## src/rtl/apb3_master_if.sv

```systemverilog
// Command/response streams plus the APB3 bus of one initiator.
// master: the initiator's view; slave: the requester + APB target's view.
interface apb3_master_if #(
  parameter int AW = 20,
  parameter int DW = 32
);
  logic          cmd_valid;
  logic          cmd_ready;
  logic          cmd_write;
  logic [AW-1:0] cmd_addr;
  logic [DW-1:0] cmd_wdata;

  logic          rsp_valid;
  logic          rsp_ready;
  logic [DW-1:0] rsp_rdata;
  logic          rsp_err;
  logic          rsp_timeout;

  logic [AW-1:0] m_apb3_paddr;
  logic          m_apb3_psel;
  logic          m_apb3_penable;
  logic          m_apb3_pwrite;
  logic [DW-1:0] m_apb3_pwdata;
  logic          m_apb3_pready;
  logic [DW-1:0] m_apb3_prdata;
  logic          m_apb3_pslverror;

  modport master (
    input  cmd_valid, cmd_write, cmd_addr, cmd_wdata, rsp_ready,
    input  m_apb3_pready, m_apb3_prdata, m_apb3_pslverror,
    output cmd_ready, rsp_valid, rsp_rdata, rsp_err, rsp_timeout,
    output m_apb3_paddr, m_apb3_psel, m_apb3_penable, m_apb3_pwrite, m_apb3_pwdata
  );

  modport slave (
    output cmd_valid, cmd_write, cmd_addr, cmd_wdata, rsp_ready,
    output m_apb3_pready, m_apb3_prdata, m_apb3_pslverror,
    input  cmd_ready, rsp_valid, rsp_rdata, rsp_err, rsp_timeout,
    input  m_apb3_paddr, m_apb3_psel, m_apb3_penable, m_apb3_pwrite, m_apb3_pwdata
  );
endinterface

```

## src/rtl/apb3_master.sv

```systemverilog
// APB3 initiator: one command -> SETUP+ACCESS transfer -> one response; APB3_MASTER_TIMEOUT_EN adds ACCESS abort.
// Latency: accept T -> psel T+1, penable T+2, rsp_valid one cycle after pready.
// Backpressure: cmd_ready only in IDLE; rsp_* held until rsp_ready, single outstanding transfer.
module apb3_master #(
  parameter int APB_AW         = 20,
  parameter int APB_DW         = 32,
  parameter int TIMEOUT_CYCLES = 1024
) (
  input  logic              clk,
  input  logic              rstn,
  apb3_master_if.master     bus
);

  typedef enum logic [1:0] {
    IDLE   = 2'd0,
    SETUP  = 2'd1,
    ACCESS = 2'd2,
    RESP   = 2'd3
  } state_t;

  typedef struct packed {
    logic [APB_AW-1:0] addr;
    logic              write;
    logic [APB_DW-1:0] wdata;
  } req_t;

  typedef struct packed {
    logic [APB_DW-1:0] rdata;
    logic              err;
    logic              timeout;
  } rsp_t;

  state_t state, state_nxt;
  req_t   req_q, req_nxt;
  rsp_t   rsp_q, rsp_nxt;
  logic   psel_q, psel_nxt;
  logic   penable_q, penable_nxt;
  logic   rsp_valid_q, rsp_valid_nxt;
  logic   tmo_hit;

`ifdef APB3_MASTER_TIMEOUT_EN
  localparam int TW = $clog2(TIMEOUT_CYCLES + 1);
  logic [TW-1:0] tmo_cnt, tmo_cnt_nxt;

  // Fires on the ACCESS cycle whose increment would reach the limit; pready on that cycle still wins.
  assign tmo_hit = (state == ACCESS) && !bus.m_apb3_pready &&
                   (tmo_cnt == TW'(TIMEOUT_CYCLES - 1));
`else
  wire unused_timeout_cycles = |TIMEOUT_CYCLES;
  assign tmo_hit = 1'b0;
`endif

  always_ff @(posedge clk) begin
    if (!rstn) begin
      state       <= IDLE;
      req_q       <= '0;
      rsp_q       <= '0;
      psel_q      <= 1'b0;
      penable_q   <= 1'b0;
      rsp_valid_q <= 1'b0;
`ifdef APB3_MASTER_TIMEOUT_EN
      tmo_cnt     <= '0;
`endif
    end else begin
      state       <= state_nxt;
      req_q       <= req_nxt;
      rsp_q       <= rsp_nxt;
      psel_q      <= psel_nxt;
      penable_q   <= penable_nxt;
      rsp_valid_q <= rsp_valid_nxt;
`ifdef APB3_MASTER_TIMEOUT_EN
      tmo_cnt     <= tmo_cnt_nxt;
`endif
    end
  end

  always_comb begin
    state_nxt = state;
    case (state)
      IDLE:    if (bus.cmd_valid) state_nxt = SETUP;
      SETUP:   state_nxt = ACCESS;
      ACCESS:  if (bus.m_apb3_pready || tmo_hit) state_nxt = RESP;
      RESP:    if (bus.rsp_ready) state_nxt = IDLE;
      default: state_nxt = IDLE;
    endcase
  end

  always_comb begin
    req_nxt       = req_q;
    rsp_nxt       = rsp_q;
    psel_nxt      = psel_q;
    penable_nxt   = penable_q;
    rsp_valid_nxt = rsp_valid_q;
`ifdef APB3_MASTER_TIMEOUT_EN
    tmo_cnt_nxt   = tmo_cnt;
`endif
    case (state)
      IDLE: begin
        if (bus.cmd_valid) begin
          req_nxt.addr  = bus.cmd_addr;
          req_nxt.write = bus.cmd_write;
          req_nxt.wdata = bus.cmd_wdata;
          psel_nxt      = 1'b1;
          penable_nxt   = 1'b0;
        end
      end
      SETUP: begin
        penable_nxt = 1'b1;
`ifdef APB3_MASTER_TIMEOUT_EN
        tmo_cnt_nxt = '0;
`endif
      end
      ACCESS: begin
        if (bus.m_apb3_pready) begin
          psel_nxt        = 1'b0;
          penable_nxt     = 1'b0;
          rsp_nxt.rdata   = req_q.write ? '0 : bus.m_apb3_prdata;
          rsp_nxt.err     = bus.m_apb3_pslverror;
          rsp_nxt.timeout = 1'b0;
          rsp_valid_nxt   = 1'b1;
        end else if (tmo_hit) begin
          psel_nxt        = 1'b0;
          penable_nxt     = 1'b0;
          rsp_nxt.rdata   = '0;
          rsp_nxt.err     = 1'b1;
          rsp_nxt.timeout = 1'b1;
          rsp_valid_nxt   = 1'b1;
        end else begin
`ifdef APB3_MASTER_TIMEOUT_EN
          tmo_cnt_nxt = tmo_cnt + TW'(1);
`endif
        end
      end
      RESP: begin
        if (bus.rsp_ready) rsp_valid_nxt = 1'b0;
      end
      default: ;
    endcase
  end

  // Only unregistered output: gated by rstn so nothing is offered while reset is held.
  assign bus.cmd_ready       = (state == IDLE) && rstn;
  assign bus.rsp_valid       = rsp_valid_q;
  assign bus.rsp_rdata       = rsp_q.rdata;
  assign bus.rsp_err         = rsp_q.err;
  assign bus.rsp_timeout     = rsp_q.timeout;
  assign bus.m_apb3_paddr    = req_q.addr;
  assign bus.m_apb3_psel     = psel_q;
  assign bus.m_apb3_penable  = penable_q;
  assign bus.m_apb3_pwrite   = req_q.write;
  assign bus.m_apb3_pwdata   = req_q.wdata;

endmodule

```

## src/flat_wrapper.sv

```systemverilog
// flat-port wrapper written by rule: the top's interface ports become plain ports
module apb3_master_flat 
#(
  parameter int APB_AW         = 20,
  parameter int APB_DW         = 32,
  parameter int TIMEOUT_CYCLES = 1024
)
  (clk, rstn, bus_cmd_valid, bus_cmd_write, bus_cmd_addr, bus_cmd_wdata, bus_rsp_ready, bus_m_apb3_pready, bus_m_apb3_prdata, bus_m_apb3_pslverror, bus_cmd_ready, bus_rsp_valid, bus_rsp_rdata, bus_rsp_err, bus_rsp_timeout, bus_m_apb3_paddr, bus_m_apb3_psel, bus_m_apb3_penable, bus_m_apb3_pwrite, bus_m_apb3_pwdata);
  apb3_master_if #(.AW(20), .DW(32)) bus_i ();
  input  logic clk;
  input  logic rstn;
  input wire logic [$bits(bus_i.cmd_valid)-1:0] bus_cmd_valid;
  input wire logic [$bits(bus_i.cmd_write)-1:0] bus_cmd_write;
  input wire logic [$bits(bus_i.cmd_addr)-1:0] bus_cmd_addr;
  input wire logic [$bits(bus_i.cmd_wdata)-1:0] bus_cmd_wdata;
  input wire logic [$bits(bus_i.rsp_ready)-1:0] bus_rsp_ready;
  input wire logic [$bits(bus_i.m_apb3_pready)-1:0] bus_m_apb3_pready;
  input wire logic [$bits(bus_i.m_apb3_prdata)-1:0] bus_m_apb3_prdata;
  input wire logic [$bits(bus_i.m_apb3_pslverror)-1:0] bus_m_apb3_pslverror;
  output wire logic [$bits(bus_i.cmd_ready)-1:0] bus_cmd_ready;
  output wire logic [$bits(bus_i.rsp_valid)-1:0] bus_rsp_valid;
  output wire logic [$bits(bus_i.rsp_rdata)-1:0] bus_rsp_rdata;
  output wire logic [$bits(bus_i.rsp_err)-1:0] bus_rsp_err;
  output wire logic [$bits(bus_i.rsp_timeout)-1:0] bus_rsp_timeout;
  output wire logic [$bits(bus_i.m_apb3_paddr)-1:0] bus_m_apb3_paddr;
  output wire logic [$bits(bus_i.m_apb3_psel)-1:0] bus_m_apb3_psel;
  output wire logic [$bits(bus_i.m_apb3_penable)-1:0] bus_m_apb3_penable;
  output wire logic [$bits(bus_i.m_apb3_pwrite)-1:0] bus_m_apb3_pwrite;
  output wire logic [$bits(bus_i.m_apb3_pwdata)-1:0] bus_m_apb3_pwdata;
  assign bus_i.cmd_valid = bus_cmd_valid;
  assign bus_i.cmd_write = bus_cmd_write;
  assign bus_i.cmd_addr = bus_cmd_addr;
  assign bus_i.cmd_wdata = bus_cmd_wdata;
  assign bus_i.rsp_ready = bus_rsp_ready;
  assign bus_i.m_apb3_pready = bus_m_apb3_pready;
  assign bus_i.m_apb3_prdata = bus_m_apb3_prdata;
  assign bus_i.m_apb3_pslverror = bus_m_apb3_pslverror;
  assign bus_cmd_ready = bus_i.cmd_ready;
  assign bus_rsp_valid = bus_i.rsp_valid;
  assign bus_rsp_rdata = bus_i.rsp_rdata;
  assign bus_rsp_err = bus_i.rsp_err;
  assign bus_rsp_timeout = bus_i.rsp_timeout;
  assign bus_m_apb3_paddr = bus_i.m_apb3_paddr;
  assign bus_m_apb3_psel = bus_i.m_apb3_psel;
  assign bus_m_apb3_penable = bus_i.m_apb3_penable;
  assign bus_m_apb3_pwrite = bus_i.m_apb3_pwrite;
  assign bus_m_apb3_pwdata = bus_i.m_apb3_pwdata;
  apb3_master #(.APB_AW(APB_AW), .APB_DW(APB_DW), .TIMEOUT_CYCLES(TIMEOUT_CYCLES)) u_core (.clk(clk), .rstn(rstn), .bus(bus_i));
endmodule
```

## config.mk

```make
export PLATFORM = sky130hd
export DESIGN_NAME = apb3_master_flat
export DESIGN_NICKNAME = d
export VERILOG_FILES = /design/src/rtl/apb3_master_if.sv /design/src/rtl/apb3_master.sv /design/src/flat_wrapper.sv
export SDC_FILE = /design/constraint.sdc
export NUM_CORES = 1
export LEC_CHECK = 0
export BUFFER_PORTS_ARGS = -buffer_cell sky130_fd_sc_hd__buf_2
export CORE_ASPECT_RATIO = 0.5
export CORE_MARGIN = 4
export CORE_UTILIZATION = 35
export DETAILED_ROUTE_END_ITERATION = 10
export SETUP_SLACK_MARGIN = 0.3
export SLEW_MARGIN = 20
export SYNTH_ARGS = -nofsm -noshare
export SYNTH_HDL_FRONTEND = slang
export SYNTH_SLANG_ARGS = --single-unit
```

## constraint.sdc

```tcl
create_clock -name clk -period 2.72 [get_ports clk]
set_clock_uncertainty 0.2 [all_clocks]
set_input_delay 0.408 -clock clk [delete_from_list [all_inputs] [get_ports clk]]
set_output_delay 0.408 -clock clk [all_outputs]
set_load 0.02 [all_outputs]
```

## After elaboration in Yosys (flattened, before gate mapping)

Cells that the tools add are included.

| storage, ports and cells | value |
|---|---|
| flip-flop bits (word level) | 91 |
| bits of input ports | 91 |
| word-level logic and storage cells | 39 |

| cells by class | value |
|---|---|
| eq/ne operators | 6 |
| muxes and demuxes | 13 |
| reduce and logical (&&, ||, !) cells | 11 |

Operators by type and width:

| kind | count |
|---|---|
| two-way mux 32 bit | 1 |
| AND reduction 3 bit | 4 |
| case mux 2 bit (4 select lines) | 1 |
| two-way mux 2 bit | 3 |
| != test 2 bit (second input constant) | 3 |
| two-way mux 1 bit | 5 |
| == test 2 bit (second input constant) | 2 |
| case mux 1 bit (2 select lines) | 2 |
| AND reduction 2 bit | 2 |
| nonzero test 2 bit | 2 |
| case mux 1 bit (3 select lines) | 1 |
| nonzero test 3 bit | 1 |
| == test 2 x 1 -> 1 bit (second input constant) | 1 |
| zero test 2 bit | 1 |
| logical AND 1 bit | 1 |

## Logic depth before layout (Yosys ltp)

Gate-level depths: netlist of the first run.

| logic depth | value |
|---|---|
| depth in word-level cells | 3 |
| mapped depth | 7 |
| gate-level depth less buffers | 5 |

## Least setup slack after synthesis of the first run

OpenSTA, ideal clock, no wires.

| path | value |
|---|---|
| path type | reg-to-reg |
| from | reg u_core.state[0] |
| to | reg u_core.rsp_q (netlist bit u_core.bus.rsp_rdata[10]) |
| library setup time | 132 ps |
| data arrival time | 1216 ps |
| required time | 2388 ps |
| slack | 1172 ps |
| stages on the path, launching flop included | 8 |
| buffers on the path | 2 |
| path through | dfxtp_1 inv_1 ha_1 and2_1 buf_4 buf_6 nand3b_1 a21oi_1 |

| on the way | value |
|---|---|
| word-level cells in the longest chain between the ends | 2 |

Ends and longest elaborated chain:

| item | line | RTL |
|---|---|---|
| start, declared | apb3_master.sv:33 | `state_t state, state_nxt;` |
| start signal, assigned | apb3_master.sv:65 | `state <= state_nxt;` |
| == test 2 bit | apb3_master.sv:97 | `case (state)` |
| AND reduction 2 bit (no line) | n/a |  |
| end signal, assigned | apb3_master.sv:67 | `rsp_q <= rsp_nxt;` |
| end, declared | apb3_master.sv:35 | `rsp_t rsp_q, rsp_nxt;` |

No other way between the ends.
A chain may end at the register's enable or synchronous reset.

## Worst setup path after layout of the first run

| path | value |
|---|---|
| from | reg u_core.state[1] |
| to | out bus_cmd_ready |

| on the way | value |
|---|---|
| word-level cells in the longest chain between the ends | 2 |

Ends and longest elaborated chain:

| item | line | RTL |
|---|---|---|
| zero test 2 bit | apb3_master.sv:142 | `assign bus.cmd_ready = (state == IDLE) && rstn;` |
| logical AND 1 bit | apb3_master.sv:142 |  |
| end, declared | flat_wrapper.sv:20 | `output wire logic [$bits(bus_i.cmd_ready)-1:0] bus_cmd_ready;` |

No other way between the ends.

==> results of run 1 <==
metal layers:
| metal | GRT usage [%] | routed length, um | vias to the layer above |
|---|---|---|---|
| li1 | - | - | 1697 |
| met1 | 17.4 | 4110 | 1478 |
| met2 | 27.0 | 4470 | 101 |
| met3 | 5.47 | 667 | 8 |
| met4 | 3.77 | 82 | 0 |
| met5 | 0 | 0 | - |
flip-flops by register name (all words and copies together), names as in the netlist:
signal / cells
u_core.bus.m_apb3_paddr: 20
u_core.bus.rsp_err: 1
u_core.bus.m_apb3_pwrite: 1
u_core.bus.m_apb3_psel: 1
u_core.state: 2
u_core.bus.rsp_valid: 1
u_core.bus.rsp_rdata: 32
u_core.bus.m_apb3_pwdata: 32
u_core.bus.m_apb3_penable: 1
through the flow:
stage	total power, uW	cells	utilization (%)
global route	4270	724	50.0
floorplan	2480	417	-
detailed placement	2840	708	47.0
global placement	2840	708	47.0
finish	4020	724	50.0
CTS	4100	724	50.0
placed cells by master (no fill, tap or decap), drive strengths merged:
master / Yosys / layout
a21oi: 19 / 19
o21bai: 1 / 1
o211ai: 2 / 2
a21boi: 70 / 70
and2: 3 / 3
ha: 5 / 5
a31o: 1 / 1
bufinv: 0 / 1
nand2b: 3 / 3
nand3: 1 / 1
dfxtp: 91 / 91
conb: 1 / 1
nor2: 1 / 1
nand2: 147 / 147
o21ai: 1 / 1
nand3b: 32 / 32
o31ai: 1 / 1
clkinv: 1 / 2
clkinvlp: 0 / 2
mux2i: 2 / 2
clkbuf: 13 / 12
nor2b: 1 / 1
inv: 3 / 3
buf: 18 / 187
cells by family after synthesis:
kind of cell    count (synthesis)  share of synthesized area (%)
simple gates                  188                           23.3
fa+ha+maj                       5                           1.72
flops                          91                           50.2
other cells                     1                          0.103
buf+inv                        35                           5.83
compound gates                 95                           18.3
mux                             2                          0.552
worst register-to-register path: stages, from the launching register on:
cell and delay, ps:
dfxtp_1 330, inv_1 120, ha_1 250, and2_1 290
buf_4 340, nand3b_1 130, a21oi_1 150
path summary, 6_finish.rpt:
check,from,end,cells past startpoint
max,u_core.state[1]$_SDFFE_PN0P_,bus_cmd_ready,4
min,bus_cmd_wdata[24],u_core.bus.m_apb3_pwdata[24]$_SDFFE_PN0P_,3
max reg2reg,u_core.state[0]$_SDFFE_PN0P_,u_core.bus.rsp_rdata[11]$_SDFFE_PN0P_,6
min reg2reg,u_core.bus.m_apb3_pwdata[29]$_SDFFE_PN0P_,u_core.bus.m_apb3_pwdata[29]$_SDFFE_PN0P_,2
cell type report:
class	count	area, um2	share of cell area [%]
sequential	91	1820	37.3
clock buffer	12	246	5.05
inverter	4	15.0	0.308
clock inverter	4	50.0	1.03
tap	135	169	3.46
multi-input combinational	291	1600	32.8
timing repair buffer	187	978	20.1
power by group through the flow:
stage          registers [uW]  logic [uW]  clock network (uW)
2_1_floorplan            1870         617                   0
3_3_place_gp             1650        1180                   0
4_1_cts                  1630        1190                1290
3_5_place_dp             1650        1190                   0
5_1_grt                  1650        1290                1330
6_report                 1630        1160                1230
==> flow_metrics.tcl, run 1 <==
set metrics [dict create \
    outcome "complete, no violations" \
    worstSkewPairLatency_ps 330 \
    rows 25 \
    drc_errors 0 \
    dp.final_hpwl_um 6730 \
    layout-drive-gt1-share_pct 34.6 \
    cp_cell_sequence "inv_1 -> ha_1 -> and2_1 -> buf_2" \
    fmax_mhz 512 \
    grt_usage_pct 15.1 \
    diodes 0 \
    cp-start-kind "flop" \
    maxSlewViolCount 0 \
    hold_violations 0 \
    crit_family "flip-flops" \
    arrival_ps 1350 \
    yosysSeqAreaShare_pct 50.2 \
    clock_sinks 91 \
    synth_top_area_share_pct 50.2 \
    nFillCells 979 \
    synth_area_per_cell_um2 8.70 \
    syn_nets 513 \
    critPathSlowestCell "dfxtp_1" \
    coreArea_um2 9760 \
    setup_violations 0 \
    grt_pass1_wl_um 15200 \
    synth_common_cells "147 x nand2_1, 91 x dfxtp_1, 62 x a21boi_1, 32 x nand3b_1, 19 x a21oi_1" \
    synth_top_cell_by_area "dfxtp_1" \
    grt_pass1_vias 3184 \
    synth.area.top_cells "dfxtp_1 50%, nand2_1 15%, a21boi_1 13%" \
    max_slew_margin_pct 64.5 \
    p_comb_share_pct 28.8 \
    grt_max_degree 54 \
    maxCapViolations 0 \
    p_switching_uw 1330 \
    antenna_left 0 \
    die-area_um2 12200 \
    cts_hold_buf 0 \
    clkTransAtPathRegs_ps 60 \
    vias_per_cell 4.54 \
    path_buf_inv 2 \
    wl_per_cell_um 12.9 \
    synth-edff-count 0 \
    cts-buffers-inserted 9 \
    r2r_slack_ps 830 \
    clock_path_buffers 2 \
    num_vias 3284 \
    cts_setup_buffers 0 \
    ctsResizeCount 0 \
    yosys.cell_types.count 25 \
    crit_required_ps 2110 \
    die_h_um 80.0 \
    ios 182 \
    yosysWarnings 0 \
    critPathMaxFanout 4 \
    power_density_nw_per_um2 824 \
    drt-initial-drc-count 141 \
    drt-total-wl_um 9330 \
    syn-cell-area_um2 3630 \
    synth_seq_cells 91 \
    synthesis.instances 417 \
    ys.flop_type "dfxtp_1" \
    final_nets 680 \
    cp-end-kind "primary output" \
    hold_class "in2reg" \
    switching_share_pct 33.2 \
    cts_tree "done" \
    synth.most_common_cell "nand2_1" \
    htreeDepth 3 \
    grt_setup_unrepaired "false" \
    clock_power_share_pct 30.7 \
    postLayoutCellArea_um2 4880 \
    async_flop_share_pct 0 \
    grt_overflow 0 \
    fin_crit_sh_pct 71.8 \
    tns_ps 0 \
    min_period_ps 1950 \
    setup_ws_ps 766 \
    crit_type "reg2out" \
    seqPwrFrac_pct 40.4 \
    holdWs_ps 112 \
    cts-root-buf "clkbuf_16" \
    slowest_delay_ps 390 \
    place_ws_ps 742 \
    syn2layout_area_growth_pct 34.5 \
    die_w_um 152 \
    port_buffers 180 \
    worstMarginPinSlew_ps 532 \
    drt_pass1_iterations 4 \
    initial_core_util_pct 37.2 \
    placed_area_um2 4580 \
    leakage_uw 0.00224 \
    grt_antenna_before_repair 0 \
    p_int_uw 2680 \
    vdd_drop_max_uv 420 \
    routabilityCongestion 0.744 \
]
Power figures use the tool's default switching activity.
==> run 2, diff against run 1 <==
Clock period 2.72 ns to 1.8 ns, I/O delays scaled along.
==> run 2 against run 1 <==
Setup slack worse by 590 ps. Sequential share of layout area down 7.1 points. Register-to-register slack got worse by 560 ps. Clock power is 54% higher. Clock-buffer cell count is the same. Non-clock buffer count increased by 85. Final cell count grew 12%. First-iteration DRC count down 17%. Die area is the same. Combinational power is 130% higher. Total power increased by 75%. Critical path depth is the same. Highest routed layer is now met5.
==> flow_metrics.tcl, run 2 (synthesis results as in run 1) <==
set metrics [dict create \
    grt_setup_unrepaired "true" \
    grt_overflow 0 \
    final_nets 765 \
    layout-drive-gt1-share_pct 36.1 \
    dr_wl_met3_um 699 \
    multiInputGateArea_um2 1690 \
    port_buffers 180 \
    drt-total-wl_um 11900 \
    m1WireLength_um 5280 \
    clock_path_buffers 2 \
    wl_per_cell_um 14.7 \
    dp.final_hpwl_um 7130 \
    final_common_cell "buf_2" \
    grt_pass1_wl_um 18800 \
    cts_tree "done" \
    worstSkewPairLatency_ps 330 \
    initial_core_util_pct 37.2 \
    crit_type "reg2out" \
    crit_family "flip-flops" \
    rows 25 \
    dr.max_layer_used "met5" \
    fmax_mhz 615 \
    grt_max_degree 42 \
    num_vias 3727 \
    nFillCells 900 \
    coreArea_um2 9760 \
    vdd_drop_max_uv 648 \
    cts-root-buf "clkbuf_16" \
    ios 182 \
    drt_pass1_iterations 5 \
    grt_antenna_before_repair 1 \
    grt_pass1_vias 3687 \
    grt_usage_pct 19.0 \
    totalPowerFinal_uw 7020 \
    slowest_delay_ps 360 \
    vias_per_cell 4.61 \
    outcome "complete, no violations" \
    fin_crit_sh_pct 90.4 \
    final_cell_mix "179 x buf_2, 145 x nand2_1, 88 x dfxtp_1" \
    met2_wirelength_um 5800 \
    crit_required_ps 1330 \
    die_w_um 152 \
    die-area_um2 12200 \
    maxSlewViolCount 0 \
    path_buf_inv 2 \
    clkTransAtPathRegs_ps 60 \
    cp-end-kind "primary output" \
    drc_errors 0 \
    hold_path_depth 3 \
    cp_cell_sequence "inv_4 -> ha_4 -> and2_4 -> buf_6" \
    hold_violations 0 \
    timing.critical_path.depth 4 \
    diodes 0 \
    register_area_um2 1830 \
    maxCapViolations 0 \
    clock_sinks 91 \
    antenna_left 0 \
    drt-initial-drc-count 117 \
    arrival_ps 1160 \
    htreeDepth 3 \
    setup_violations 0 \
    syn2layout_area_growth_pct 66.3 \
    die_h_um 80.0 \
    cts-buffers-inserted 9 \
    power_density_nw_per_um2 1160 \
    leakage_uw 0.00274 \
    routabilityCongestion 0.771 \
    critPathSlowestCell "dfxtp_2" \
    critPathMaxFanout 3 \
    cp-start-kind "flop" \
    tns_ps 0 \
    min_period_ps 1630 \
    hold_class "in2reg" \
    ff2ff_path_depth 7 \
]
run 2: changes by cell type in the layout (fill, tap and decap cells not counted), moves of 5 or more:
cell           delta
buf_4             +5
dlygate4sd3_1    +61
clkbuf_16         +5
buf_6             +5
buf_16            +5
buf_12            +5
a21boi_0          -5
run 2: final timing paths:
| check | startpoint | end | slack, ps |
|---|---|---|---|
| setup reg to reg | u_core.state[0]$_SDFFE_PN0P_ | u_core.bus.m_apb3_penable$_SDFFE_PN0P_ | 270 |
| setup / recovery | u_core.state[0]$_SDFFE_PN0P_ | bus_cmd_ready | 170 |
| hold reg to reg | u_core.bus.m_apb3_pwdata[9]$_SDFFE_PN0P_ | u_core.bus.m_apb3_pwdata[9]$_SDFFE_PN0P_ | 250 |
| hold / removal | bus_cmd_wdata[4] | u_core.bus.m_apb3_pwdata[4]$_SDFFE_PN0P_ | 4 |
run 2: worst min-delay path: cells and delay by family:
| kind | cells | cell delay [ps] |
|---|---|---|
| buffers and inverters | 1 | 110 |
| and+or+nand+nor | 1 | 60 |
| AOI/OAI and AO/OA | 1 | 50 |
run 2: per-stage QoR:
stage | hold WS, ps | util (%) | area, um2 | setup slack (ps) | cells
after detailed placement | 241 | 47.8 | 4670 | 155 | 712
after CTS | 0.168 | 59.6 | 5810 | 172 | 798
after global routing | 5.48 | 61.8 | 6030 | 128 | 809
after floorplan | 205 | - | 3630 | 310 | 417
final | 4.45 | 61.8 | 6030 | 174 | 809
after global placement | 235 | 47.8 | 4670 | 231 | 712
run 2: where the power goes:
part | switching, uW | leakage (uW) | internal, uW
registers | 152 | 0.000743 | 2310
logic | 1410 | 0.00185 | 1250
clock network | 777 | 0.000147 | 1120
run 2: per-layer routing:
| metal | global-route usage [%] | vias up |
|---|---|---|
| li1 | - | 1874 |
| met1 | 23.5 | 1734 |
| met2 | 33.1 | 109 |
| met3 | 5.52 | 8 |
| met4 | 4.39 | 2 |
| met5 | 0 | - |
run 2: what timing repair did:
| item | 4_1_cts | 5_1_grt |
|---|---|---|
| gates cloned | 5 | 5 |
| setup endpoints to repair | 88 | 86 |
| resized for setup | 21 | 17 |
| pin swaps | 2 | 68 |
| hold buffers | 60 | 1 |
| endpoints found under the hold margin | 60 | 1 |
| setup buffers | 5 | 5 |
run 2: final cells by class:
| cell class | instances | area share, % |
|---|---|---|
| Clock buffer | 12 | 4.08 |
| Clock inverter | 4 | 0.809 |
| Inverter | 4 | 0.290 |
| Multi-Input combinational cell | 291 | 27.9 |
| Sequential cell | 91 | 30.3 |
| Tap cell | 135 | 2.80 |
| Timing Repair Buffer | 272 | 33.8 |
